==> config.mk <==
export PLATFORM = sky130hd
export DESIGN_NAME = decoder_scan
export DESIGN_NICKNAME = d
export VERILOG_FILES = /design/src/rtl/decoder_scan_pkg.sv /design/src/rtl/decoder_scan_rot_prio_find.sv /design/src/rtl/decoder_scan.sv
export SDC_FILE = /design/constraint.sdc
export NUM_CORES = 1
export LEC_CHECK = 0
export CORE_MARGIN = 2
export CORE_UTILIZATION = 52
export DETAILED_ROUTE_END_ITERATION = 10
export PLACE_DENSITY_LB_ADDON = 0.15
export SYNTH_ARGS = -nofsm -noshare
export SYNTH_HDL_FRONTEND = slang
export SYNTH_SLANG_ARGS = --single-unit
==> constraint.sdc <==
create_clock -name clk -period 5.8 [get_ports clk]
set_input_delay 0.87 -clock clk [delete_from_list [all_inputs] [get_ports clk]]
set_output_delay 0.87 -clock clk [all_outputs]
set_load 0.05 [all_outputs]
==> src/rtl/decoder_scan_pkg.sv <==
// Shared constants and helpers for the decoder_scan one-hot select decoder.
package decoder_scan_pkg;

    localparam logic MODE_DIRECT = 1'b0;
    localparam logic MODE_SCAN   = 1'b1;

    // Widest select vector the helpers support; callers slice down to N.
    localparam int MAX_N = 256;

    function automatic logic [MAX_N-1:0] onehot(input logic [31:0] idx, input int unsigned n);
        logic [MAX_N-1:0] v;
        v = '0;
        if (idx < n) v[idx[7:0]] = 1'b1;
        return v;
    endfunction

    function automatic int dwell_w(input int d);
        return (d <= 2) ? 1 : $clog2(d);
    endfunction

endpackage

==> src/rtl/decoder_scan_rot_prio_find.sv <==
// Cyclic priority search: first set request strictly after start, wrapping modulo N.
module rot_prio_find #(
    parameter int SEL_W = 5,
    parameter int N     = 32
) (
    input  logic [N-1:0]     req_i,
    input  logic [SEL_W-1:0] start_i,
    output logic [SEL_W-1:0] idx_o,
    output logic             found_o,
    output logic             wrap_o
);

    int cand;

    // The start index itself is visited last, so a lone request wraps onto itself.
    always_comb begin
        found_o = 1'b0;
        idx_o   = start_i;
        cand    = 0;
        for (int j = 0; j < N; j++) begin
            cand = (int'(start_i) + 1 + j) % N;
            if (!found_o && req_i[cand]) begin
                found_o = 1'b1;
                idx_o   = SEL_W'(cand);
            end
        end
        wrap_o = found_o && (idx_o <= start_i);
    end

endmodule

==> src/rtl/decoder_scan.sv <==
// Registered one-hot decoder with direct and round-robin scan modes.
// Define DECODER_SCAN_MASK_EN to add the per-line Mask input and masked-line skipping.
module decoder_scan
    import decoder_scan_pkg::*;
#(
    parameter int SEL_W = 5,
    parameter int N     = 32,
    parameter int DWELL = 4
) (
    input  logic             clk,
    input  logic             rst_n,
    input  logic             En,
    input  logic             Mode,
    input  logic [SEL_W-1:0] X,
    input  logic             Load,
`ifdef DECODER_SCAN_MASK_EN
    input  logic [N-1:0]     Mask,
`endif
    output logic [N-1:0]     Y,
    output logic [SEL_W-1:0] Idx,
    output logic             Valid,
    output logic             Wrap
);

    localparam int DWELL_W = dwell_w(DWELL);
    localparam logic [DWELL_W-1:0] DWELL_LAST = DWELL_W'(DWELL - 1);

    logic [SEL_W-1:0]   idx_q, idx_d;
    logic [DWELL_W-1:0] dwell_q, dwell_d;
    logic               shown_q, shown_d;
    logic [N-1:0]       y_q, y_d;
    logic               valid_q, valid_d;
    logic               wrap_q, wrap_d;

    logic [SEL_W-1:0]   nxt_idx;
    logic               nxt_wrap;
    logic               show;
    logic [MAX_N-1:0]   oh_full;

`ifdef DECODER_SCAN_MASK_EN
    logic [N-1:0]       avail;
    logic [SEL_W-1:0]   f_idx;
    logic               f_found, f_wrap;

    assign avail = ~Mask;

    rot_prio_find #(.SEL_W(SEL_W), .N(N)) u_find (
        .req_i   (avail),
        .start_i (idx_q),
        .idx_o   (f_idx),
        .found_o (f_found),
        .wrap_o  (f_wrap)
    );

    // With every line masked the index parks where it is.
    assign nxt_idx  = f_found ? f_idx : idx_q;
    assign nxt_wrap = f_found & f_wrap;
`else
    assign nxt_idx  = (int'(idx_q) >= N - 1) ? '0 : idx_q + SEL_W'(1);
    assign nxt_wrap = (nxt_idx <= idx_q);
`endif

    // shown_q marks that the current scan line has already been put on Y, so the
    // first scan cycle after reset or direct mode counts as dwell slot 0.
    always_comb begin
        idx_d   = idx_q;
        dwell_d = dwell_q;
        shown_d = shown_q;
        wrap_d  = 1'b0;
        show    = 1'b0;
        if (!En) begin
            show = 1'b0;
        end else if (Mode == MODE_DIRECT) begin
            idx_d   = X;
            dwell_d = '0;
            shown_d = 1'b0;
            show    = 1'b1;
        end else if (Load) begin
            idx_d   = (int'(X) < N) ? X : '0;
            dwell_d = '0;
            shown_d = 1'b1;
            show    = 1'b1;
        end else if (!shown_q) begin
            shown_d = 1'b1;
            show    = 1'b1;
        end else if (dwell_q != DWELL_LAST) begin
            dwell_d = dwell_q + DWELL_W'(1);
            show    = 1'b1;
        end else begin
            dwell_d = '0;
            idx_d   = nxt_idx;
            wrap_d  = nxt_wrap;
            show    = 1'b1;
        end
    end

    assign oh_full = onehot(32'(idx_d), N);

    always_comb begin
        y_d = show ? oh_full[N-1:0] : '0;
`ifdef DECODER_SCAN_MASK_EN
        y_d = y_d & ~Mask;
`endif
        valid_d = |y_d;
    end

    always_ff @(posedge clk or negedge rst_n) begin
        if (!rst_n) begin
            idx_q   <= '0;
            dwell_q <= '0;
            shown_q <= 1'b0;
            y_q     <= '0;
            valid_q <= 1'b0;
            wrap_q  <= 1'b0;
        end else begin
            idx_q   <= idx_d;
            dwell_q <= dwell_d;
            shown_q <= shown_d;
            y_q     <= y_d;
            valid_q <= valid_d;
            wrap_q  <= wrap_d;
        end
    end

    assign Y     = y_q;
    assign Idx   = idx_q;
    assign Valid = valid_q;
    assign Wrap  = wrap_q;

endmodule

==> reports/metrics.csv, run 1 <==
stage,metric,value,unit
clock_network,clock buffer depth,2,
clock_network,H-tree depth,2,
timing,Worst-Margin Slew,907,ps
timing,Tcrit/Tclk final,53.1,%
clock_network,Worst-Skew Late Latency,290,ps
min_path,type of the tightest min-delay check,reg2reg,
min_path,Hold Crit Depth,1,
route,DRC,0,
timing,minimum clock period,3080,ps
final_layout,area grow syn2layout,31.2,%
route,wire length per cell,16.1,µm
yosys,yosys warns,0,
yosys,net count after synthesis,185,
clock_network,Post-CTS Hold Buffers,0,
floorplan,initial core utilization,53.2,%
setup_path,critical path arrival,3250,ps
route,First DRT Iteration DRCs,90,
floorplan,num rows,22,
setup_path,worst r2r src,Idx[0]$_DFF_PN0_,
timing,Rel. slew slack,39.5,%
floorplan,die width,64.7,µm
route,Via density,5.74,
setup_path,Critical Setup Path Class,reg2reg,
timing,unrepaired setup endpoints after global routing,no,
placed_design,placer's final routability congestion estimate,0.889,
setup_path,CP Launch Type,register,
global_route,largest net degree at the start of global routing,43,
yosys,post-synth cell types,45,
clock_network,Post-CTS Resized,0,
yosys,"Seq/Total Area, Yosys",54.8,%
yosys,#FFs+latches synth,42,
floorplan,I/O pin count,49,
final_layout,# fillers,266,
setup_path,Critical Path Fanout Max,12,
power_and_ir_drop,Tot Pwr,659,µW
setup_path,CP Capture Type,register,
yosys,Synth Instances,171,
final_layout,antenna fix cells,0,
setup_path,WP data required,5970,ps
route,Vias,1538,
power_and_ir_drop,VDD IR max,127,µV
route,post-detailed-route count of antenna-violating nets,0,
power_and_ir_drop,power density over the cells,262,nW/µm²
timing,Max Clk Rate,325,MHz
timing,final hold vios,0,
min_path,Hold Crit Endpoint,dwell_q[1]$_DFFE_PN0P_,
floorplan,die area,4190,µm²
final_layout,Layout Nets,233,
min_path,Hold Crit Start,dwell_q[1]$_DFFE_PN0P_,
clock_network,setup fix buffers added after clock tree synthesis,0,
floorplan,Die Ht,64.7,µm
clock_network,Clock Root Buffer,clkbuf_8,
power_and_ir_drop,Leak,0.00106,µW
setup_path,R2R Setup Slk,2720,ps
clock_network,Clock transition at path regs,80,ps
global_route,All-Layer GR Usage,23.2,%
clock_network,CTS tree,yes,
timing,fin. max-slew vios,0,
route,TritonRoute pass-1 iters,4,
placed_design,port bufs,48,
clock_network,TritonCTS Buffers,5,
yosys,Netlist Area Pre-Place,1920,µm²
timing,Min Hold Slack,516,ps
outcome,status,finished clean,
global_route,grt total ovfl,0,
placed_design,DPL Wire Length,3200,µm
route,drt total wl,4330,µm
run,Max-Cap Viols,0,
timing,Worst Skew,3.98,ps
timing,setup_tns,0,ps
timing,setup violators final,0,
setup_path,Register-to-Register Path Depth,8,
clock_network,Sink Count,42,
global_route,initial antenna violation count,0,
global_route,vias in the first global route,1563,
yosys,Syn Area/Cell,11.2,µm²
final_layout,layout cells sized above 1,11.4,%
setup_path,end of the worst register-to-register path,Y[16]$_DFF_PN0_,
floorplan,Core Footprint,3610,µm²
global_route,first-pass GRT wire length,7400,µm
-- per-layer routing --
layer  vias up  global-route usage, %  wire length, µm
li1        720                      -                -
met1       754                   30.8             1920
met2        56                   36.0             2100
met3         8                   4.51              205
met4         0                   12.8              101
met5         -                      0                0
-- per-stage QoR --
step	cells	worst slack [ps]	utilization (%)	cell area [µm²]
after floorplan	171	3110	-	1920
after global placement	260	2700	67.1	2420
after detailed placement	260	2530	67.1	2420
after CTS	268	2730	69.7	2510
after global routing	268	2540	69.7	2510
final	268	2720	69.7	2510
-- report_power, final --
part,total (µW),internal (µW),switching [µW]
Sequential,319,302,16.9
Combinational,148,50.3,98.2
Clock,191,95.6,95.9
Total,659,448,211
-- cell usage after synthesis (all sizes together) --
cell	count	area, µm²
inv	6	25.0
a31o	1	8.76
o221ai	1	26.3
nand2b	3	18.8
o2111ai	1	8.76
and3b	2	17.5
a31oi	1	6.26
o211a	2	27.5
and2b	1	7.51
o311ai	1	26.3
dfrtp	42	1050
nor2	14	52.6
o41ai	1	27.5
nor4	7	56.3
nand4	1	6.26
a21oi	8	40.0
nand2	13	53.8
o21ai	4	20.0
nor2b	1	6.26
clkbuf	3	12.5
o31ai	2	15.0
or3	2	12.5
a221oi	1	26.3
mux2	1	11.3
and3	3	20.0
nand4b	1	8.76
buf	4	20.0
or2	2	15.0
o2bb2ai	1	8.76
ha	4	50.1
o22ai	1	6.26
nand3	11	67.6
a32o	3	30.0
o21a	3	22.5
a22o	1	8.76
nor3	17	85.1
mux2i	1	10.0
-- kinds of logic (layout without fill, tap and decap cells) --
kind of cell,count (synthesis),in the layout,synth area share [%]
AO/OA/AOI/OAI,32,32,16.1
adder cells (fa/ha/maj),4,4,2.61
buffers and inverters,13,62,3.00
flip-flops,42,42,54.8
multiplexers,2,2,1.11
AND/OR/NAND/NOR,78,78,22.3
-- how the worst max path moves through the flow --
stage	startpoint	to	cells past startpoint
floorplan	Idx[1]$_DFF_PN0_	Y[29]$_DFF_PN0_	8
global route	Idx[0]$_DFF_PN0_	Y[25]$_DFF_PN0_	8
global placement	En	Y[16]$_DFF_PN0_	7
detailed placement	En	Y[16]$_DFF_PN0_	7
CTS	Idx[0]$_DFF_PN0_	Y[16]$_DFF_PN0_	8
finish	Idx[0]$_DFF_PN0_	Y[16]$_DFF_PN0_	8
-- worst max-delay path, cell delays in order (launching register included) --
cell and delay [ps]:
dfrtp_1 630, ha_1 290, and3_2 190, ha_1 310
and3b_1 270, a22o_1 250, o31ai_1 270, nand2_1 340
nor4_1 400
-- layout make-up --
type	count	area (µm²)	area share (%)
repair buffers	48	475	18.9
multi-input cells	116	808	32.1
clock inverters	2	12.5	0.498
clock buffers	6	82.6	3.28
flip-flops and latches	42	1050	41.8
well taps	48	60.1	2.39
inverters	6	25.0	0.995
-- state kept, by name, summed over array words and instances (netlist names) --
signal	count
dwell_q	2
Y	32
shown_q	1
Valid	1
Wrap	1
Idx	5
-- layout by cell type, fill, tap and decap left out, drive strengths merged, types with 2 or more instances in the layout --
master / netlist / final
nor4: 7 / 7
inv: 6 / 6
nor3: 17 / 17
clkdlybuf4s50: 0 / 47
o21ai: 4 / 4
a32o: 3 / 3
nand3: 11 / 11
o31ai: 2 / 2
ha: 4 / 4
clkbuf: 3 / 6
nand2b: 3 / 3
and3b: 2 / 2
o21a: 3 / 3
a21oi: 8 / 8
or2: 2 / 2
dfrtp: 42 / 42
nand2: 13 / 13
or3: 2 / 2
nor2: 14 / 14
and3: 3 / 3
o211a: 2 / 2
Power figures use the tool's default switching activity.
==> run 2, diff against run 1 <==
--- a/config.mk
+++ b/config.mk
@@ -6,7 +6,7 @@
 export NUM_CORES = 1
 export LEC_CHECK = 0
 export CORE_MARGIN = 2
-export CORE_UTILIZATION = 52
+export CORE_UTILIZATION = 44
 export DETAILED_ROUTE_END_ITERATION = 10
 export PLACE_DENSITY_LB_ADDON = 0.15
 export SYNTH_ARGS = -nofsm -noshare
==> constraint.sdc (replaced) <==
create_clock -name clk -period 2.6 [get_ports clk]
set_input_delay 0.39 -clock clk [delete_from_list [all_inputs] [get_ports clk]]
set_output_delay 0.39 -clock clk [all_outputs]
set_load 0.05 [all_outputs]
==> run 2 against run 1 <==
Die area rose by 17%. Critical path depth unchanged. Total power up 130%. Hold slack lost 290 ps. Largest power group unchanged. Highest routed layer unchanged.
==> reports/metrics.csv, run 2 (same netlist as run 1, synthesis figures left out) <==
stage,metric,value,unit
final_layout,area grow syn2layout,36.8,%
setup_path,"Critical Path, Cell by Cell","ha_1, and3_2, ha_1, buf_4, o41ai_4, o221ai_4, or2_4, nor3_1",
floorplan,initial core utilization,45.0,%
setup_path,buffers and inverters on the worst path,1,
placed_design,port bufs,48,
power_and_ir_drop,Sw Ratio,31.1,%
setup_path,most frequent CP cell,ha_1,
route,post-detailed-route count of antenna-violating nets,0,
power_and_ir_drop,P_int,1030,µW
floorplan,Core Footprint,4260,µm²
final_layout,multi-input logic area,808,µm²
route,DR top layer,met4,
clock_network,Sink Count,42,
clock_network,Post-CTS Resized,0,
power_and_ir_drop,Leak,0.00113,µW
setup_path,CP Launch Type,register,
setup_path,WP data required,2790,ps
timing,Worst Skew,2.26,ps
timing,setup violators final,0,
clock_network,H-tree depth,2,
route,drt total wl,4500,µm
timing,Tcrit/Tclk final,92.7,%
route,First DRT Iteration DRCs,88,
route,met2 wire len,2300,µm
final_layout,"commonest non-fill, non-tap cell in the layout",clkdlybuf4s50_1,
clock_network,TritonCTS Buffers,5,
setup_path,Critical Setup Path Class,reg2reg,
final_layout,layout cells sized above 1,16.7,%
route,Via density,5.43,
setup_path,Critical Path Max Stage Delay,410,ps
timing,Max Clk Rate,415,MHz
setup_path,WP depth,8,
floorplan,die area,4900,µm²
floorplan,Die Ht,70.0,µm
power_and_ir_drop,Flop pwr share,46.5,%
global_route,initial antenna violation count,0,
route,Metal-1 WL,1910,µm
setup_path,Register-to-Register Path Depth,8,
clock_network,Clock transition at path regs,70,ps
final_layout,FF+latch area,1050,µm²
outcome,status,finished clean,
timing,Final WS setup,189,ps
power_and_ir_drop,Combinational Power Share,25.7,%
power_and_ir_drop,P_sw,463,µW
clock_network,CTS tree,yes,
placed_design,placed cell area,2520,µm²
placed_design,dpl ws,156,ps
setup_path,CP Capture Type,register,
timing,final hold vios,0,
route,DRC,0,
placed_design,placer's final routability congestion estimate,0.920,
route,Vias,1554,
global_route,first-pass GRT wire length,7440,µm
global_route,grt total ovfl,0,
clock_network,Clock Root Buffer,clkbuf_8,
timing,fin. max-slew vios,0,
route,TritonRoute pass-1 iters,4,
setup_path,Critical Path Fanout Max,5,
setup_path,critical path arrival,2600,ps
clock_network,Worst-Skew Late Latency,280,ps
final_layout,"Cell Count, Final, Fillers Out",286,
timing,minimum clock period,2410,ps
power_and_ir_drop,Clk network pwr share,27.9,%
run,Max-Cap Viols,0,
final_layout,most frequent cells in the layout,"47 x clkdlybuf4s50_1, 41 x dfrtp_1, 17 x nor3_1",
clock_network,clock buffer depth,2,
power_and_ir_drop,VDD IR max,230,µV
timing,Worst-Margin Slew,896,ps
placed_design,placed insts,276,
final_layout,# fillers,354,
timing,Rel. slew slack,40.3,%
global_route,All-Layer GR Usage,19.3,%
power_and_ir_drop,power density over the cells,568,nW/µm²
route,wire length per cell,15.7,µm
final_layout,Largest register FFs,32,
final_layout,Final Cell Area,2620,µm²
placed_design,DPL Wire Length,3410,µm
floorplan,I/O pin count,49,
final_layout,Layout Nets,247,
global_route,vias in the first global route,1558,
final_layout,antenna fix cells,0,
min_path,type of the tightest min-delay check,in2async,
floorplan,die width,70.0,µm
setup_path,critical path's top delay family,simple AND/OR/NAND/NOR gates,
floorplan,num rows,24,
global_route,largest net degree at the start of global routing,43,
route,met3 wire len,245,µm
setup_path,Crit-path slowest cell,dfrtp_2,
==> run 2: changes by cell type in the layout (fill, tap and decap cells not counted), sizes merged <==
| cell | change |
|---|---|
| buf | +14 |
| clkbuf | +1 |
| clkinvlp | -1 |
==> run 2: layout make-up <==
class                   instances  area share (%)
flip-flops and latches         42            40.1
repair buffers                 62            22.1
inverters                       6           0.954
clock inverters                 1           0.191
clock buffers                   7            3.29
multi-input cells             116            30.8
well taps                      52            2.48
==> run 2: worst reg2reg max path: stages, from the launching register on <==
cell	delay [ps]
dfrtp_2	410
ha_1	230
and3_2	230
ha_1	190
buf_4	160
o41ai_4	400
o221ai_4	200
or2_4	290
nor3_1	210
==> run 2: layer usage <==
layer	vias to the layer above	track usage (%)
met3	4	4.76
met2	53	32.1
met1	750	24.7
li1	747	-
met4	0	6.41
met5	-	0
==> run 2: final timing paths <==
path                                          endpoint  slack, ps                    from
worst min-delay path                   Y[19]$_DFF_PN0_        230                   rst_n
worst min register to register  dwell_q[1]$_DFFE_PN0P_        520  dwell_q[1]$_DFFE_PN0P_
max in group asynchronous             Idx[1]$_DFF_PN0_       1760                   rst_n
worst max register to register         Y[29]$_DFF_PN0_        190        Idx[1]$_DFF_PN0_
min in group clk                dwell_q[1]$_DFFE_PN0P_        520  dwell_q[1]$_DFFE_PN0P_
worst max-delay path                   Y[29]$_DFF_PN0_        190        Idx[1]$_DFF_PN0_
==> run 2: repair_timing <==
item	CTS	global route
buffers inserted	0	2
setup endpoints to repair	0	1
hold buffers	0	0
==> run 2: power by group through the flow <==
stage / combinational, µW / sequential, µW / clock, µW
after floorplan: 170 / 778 / 0
after global placement: 370 / 704 / 0
after detailed placement: 375 / 704 / 0
after CTS: 377 / 692 / 425
after global routing: 412 / 695 / 460
final: 383 / 692 / 415
==> run 2: through the flow <==
step | utilization, % | hold WS, ps | setup TNS [ps] | total power [µW]
global route | 61.5 | 310 | -13.7 | 1570
global placement | 59.0 | 479 | 0 | 1070
CTS | 61.2 | 257 | 0 | 1490
detailed placement | 59.0 | 496 | 0 | 1080
floorplan | - | 94.4 | 0 | 948
finish | 61.5 | 231 | 0 | 1490
==> run 3, diff against run 2 <==
--- a/config.mk
+++ b/config.mk
@@ -6,9 +6,11 @@
 export NUM_CORES = 1
 export LEC_CHECK = 0
 export CORE_MARGIN = 2
-export CORE_UTILIZATION = 44
+export CORE_UTILIZATION = 56
 export DETAILED_ROUTE_END_ITERATION = 10
+export DONT_BUFFER_PORTS = 1
 export PLACE_DENSITY_LB_ADDON = 0.15
+export SETUP_SLACK_MARGIN = 0.4
 export SYNTH_ARGS = -nofsm -noshare
 export SYNTH_HDL_FRONTEND = slang
 export SYNTH_SLANG_ARGS = --single-unit
==> run 3 against run 2 <==
Worst setup slack improved by 100 ps. Core utilization increased by 16 points. Total power increased by 13%. Non-clock buffer count decreased by 34. Critical endpoint unchanged. Largest cell class unchanged. First-iteration DRC count increased by 55%. Clock-buffer cell count decreased by 2. Design area decreased by 2.3%. Global-route usage increased by 5.8 points. Maximum frequency increased by 4.3%.
==> reports/metrics.csv, run 3 (same netlist as run 1, synthesis figures left out) <==
stage,metric,value,unit
outcome,status,finished clean,
final_layout,area grow syn2layout,33.6,%
clock_network,Clock Root Buffer,clkbuf_4,
setup_path,CP Launch Type,register,
route,met2 wire len,2850,µm
setup_path,WP data required,2880,ps
route,Vias,1555,
final_layout,most frequent cells in the layout,"38 x dfrtp_1, 21 x buf_4, 14 x nor2_1",
timing,Min Hold Slack,49.0,ps
timing,minimum clock period,2310,ps
setup_path,critical path's top delay family,simple AND/OR/NAND/NOR gates,
timing,Max Clk Rate,433,MHz
placed_design,port bufs,0,
timing,Worst Skew,17.6,ps
final_layout,# fillers,207,
setup_path,most frequent CP cell,ha_4,
final_layout,Largest register FFs,32,
global_route,grt total ovfl,0,
route,Via density,6.30,
final_layout,antenna fix cells,0,
clock_network,Sink Count,42,
setup_path,Crit-path slowest cell,dfrtp_4,
final_layout,Layout Nets,214,
route,DR top layer,met4,
clock_network,clock buffer depth,2,
placed_design,placer's final routability congestion estimate,0.874,
placed_design,DPL Wire Length,2960,µm
route,Metal-1 WL,1980,µm
final_layout,"Cell Count, Final, Fillers Out",247,
setup_path,Critical Path Max Stage Delay,510,ps
global_route,All-Layer GR Usage,25.1,%
power_and_ir_drop,Tot Pwr,1690,µW
floorplan,Core Footprint,3310,µm²
timing,setup violators final,0,
timing,Rel. slew slack,66.3,%
final_layout,"commonest non-fill, non-tap cell in the layout",dfrtp_1,
timing,unrepaired setup endpoints after global routing,yes,
setup_path,R2R Setup Slk,290,ps
power_and_ir_drop,power density over the cells,659,nW/µm²
clock_network,H-tree depth,2,
power_and_ir_drop,Leak,0.00113,µW
setup_path,critical path arrival,2590,ps
timing,setup_tns,0,ps
global_route,initial antenna violation count,0,
setup_path,Critical Path Fanout Max,5,
route,met3 wire len,373,µm
clock_network,TritonCTS Buffers,5,
placed_design,placed insts,218,
global_route,largest net degree at the start of global routing,43,
min_path,type of the tightest min-delay check,in2reg,
global_route,vias in the first global route,1480,
global_route,first-pass GRT wire length,7560,µm
route,wire length per cell,21.6,µm
floorplan,die area,3910,µm²
clock_network,CTS tree,yes,
setup_path,Critical Setup Path Class,reg2reg,
timing,Worst-Margin Slew,504,ps
route,post-detailed-route count of antenna-violating nets,0,
setup_path,"Critical Path, Cell by Cell","ha_4, and3_4, ha_4, buf_4, nor2_1, o211a_1, o311ai_4, or2_4, nor3_2",
run,Max-Cap Viols,0,
route,drt total wl,5340,µm
route,DRC,0,
clock_network,Clock transition at path regs,130,ps
floorplan,num rows,21,
final_layout,final design utilization,77.4,%
setup_path,CP Capture Type,register,
timing,final hold vios,0,
setup_path,buffers and inverters on the worst path,1,
clock_network,Worst-Skew Late Latency,370,ps
route,First DRT Iteration DRCs,136,
timing,fin. max-slew vios,0,
floorplan,initial core utilization,57.9,%
power_and_ir_drop,VDD IR max,371,µV
floorplan,I/O pin count,49,
final_layout,layout cells sized above 1,42.3,%
floorplan,Die Ht,62.5,µm
floorplan,die width,62.5,µm
timing,Tcrit/Tclk final,88.9,%
route,TritonRoute pass-1 iters,5,
==> run 3: cell count changes in the layout (fill, tap and decap cells not counted), moves of 4 or more <==
cell	delta
nor3_2	+6
nor3_4	+4
clkbuf_4	+5
buf_4	+7
nor3_1	-10
nand2_1	-4
nor4_1	-4
clkdlybuf4s50_1	-47
clkbuf_8	-6
nand2_4	+4
==> run 3: path summary, 6_finish.rpt <==
check	from	end	cells past startpoint
worst max-delay path	Idx[1]$_DFF_PN0_	Y[29]$_DFF_PN0_	9
worst min-delay path	En	Valid$_DFF_PN0_	0
worst max register to register	Idx[1]$_DFF_PN0_	Y[29]$_DFF_PN0_	9
worst min register to register	dwell_q[1]$_DFFE_PN0P_	dwell_q[1]$_DFFE_PN0P_	1
max in group asynchronous	rst_n	Idx[1]$_DFF_PN0_	2
min in group asynchronous	rst_n	Y[25]$_DFF_PN0_	2
==> run 3: where the power goes <==
group	switching, µW	internal [µW]
Sequential	69.3	677
Clock	234	301
Combinational	249	158
Total	552	1140
==> run 3: layout make-up <==
| type | count | area [µm²] | share of cell area (%) |
|---|---|---|---|
| tap | 46 | 57.6 | 2.25 |
| inverter | 6 | 27.5 | 1.07 |
| clock inverter | 3 | 68.8 | 2.69 |
| clock buffer | 5 | 37.5 | 1.47 |
| sequential | 42 | 1060 | 41.3 |
| multi-input combinational | 117 | 1050 | 41.2 |
| timing repair buffer | 28 | 256 | 10.0 |
==> run 3: routing by layer <==
metal	vias to the layer above	global-route usage, %
met4	0	9.17
met5	-	0
met1	776	30.4
li1	687	-
met2	80	43.8
met3	12	5.77
==> run 3: metrics by stage <==
step                      setup WS [ps]  instance area, µm²
final                               289                2560
after global routing                240                2560
after CTS                           344                2260
after detailed placement            218                2070
after global placement              361                2070
after floorplan                     353                2000
==> run 3: worst reg2reg max path, cell delays in order, from the launching register on <==
cell and delay, ps:
dfrtp_4 510, ha_4 170, and3_4 180, ha_4 180, buf_4 140, nor2_1 90
o211a_1 270, o311ai_4 150, or2_4 330, nor3_2 210
==> run 3: timing repair <==
action / 4_1_cts / 5_1_grt
cloned: 1 / 1
gates resized for setup: 7 / 34
hold endpoints to repair: 42 / 0
hold buffers: 2 / 0
setup buffers: 3 / 14
pin swaps: 4 / 13
endpoints found under the setup margin: 28 / 31
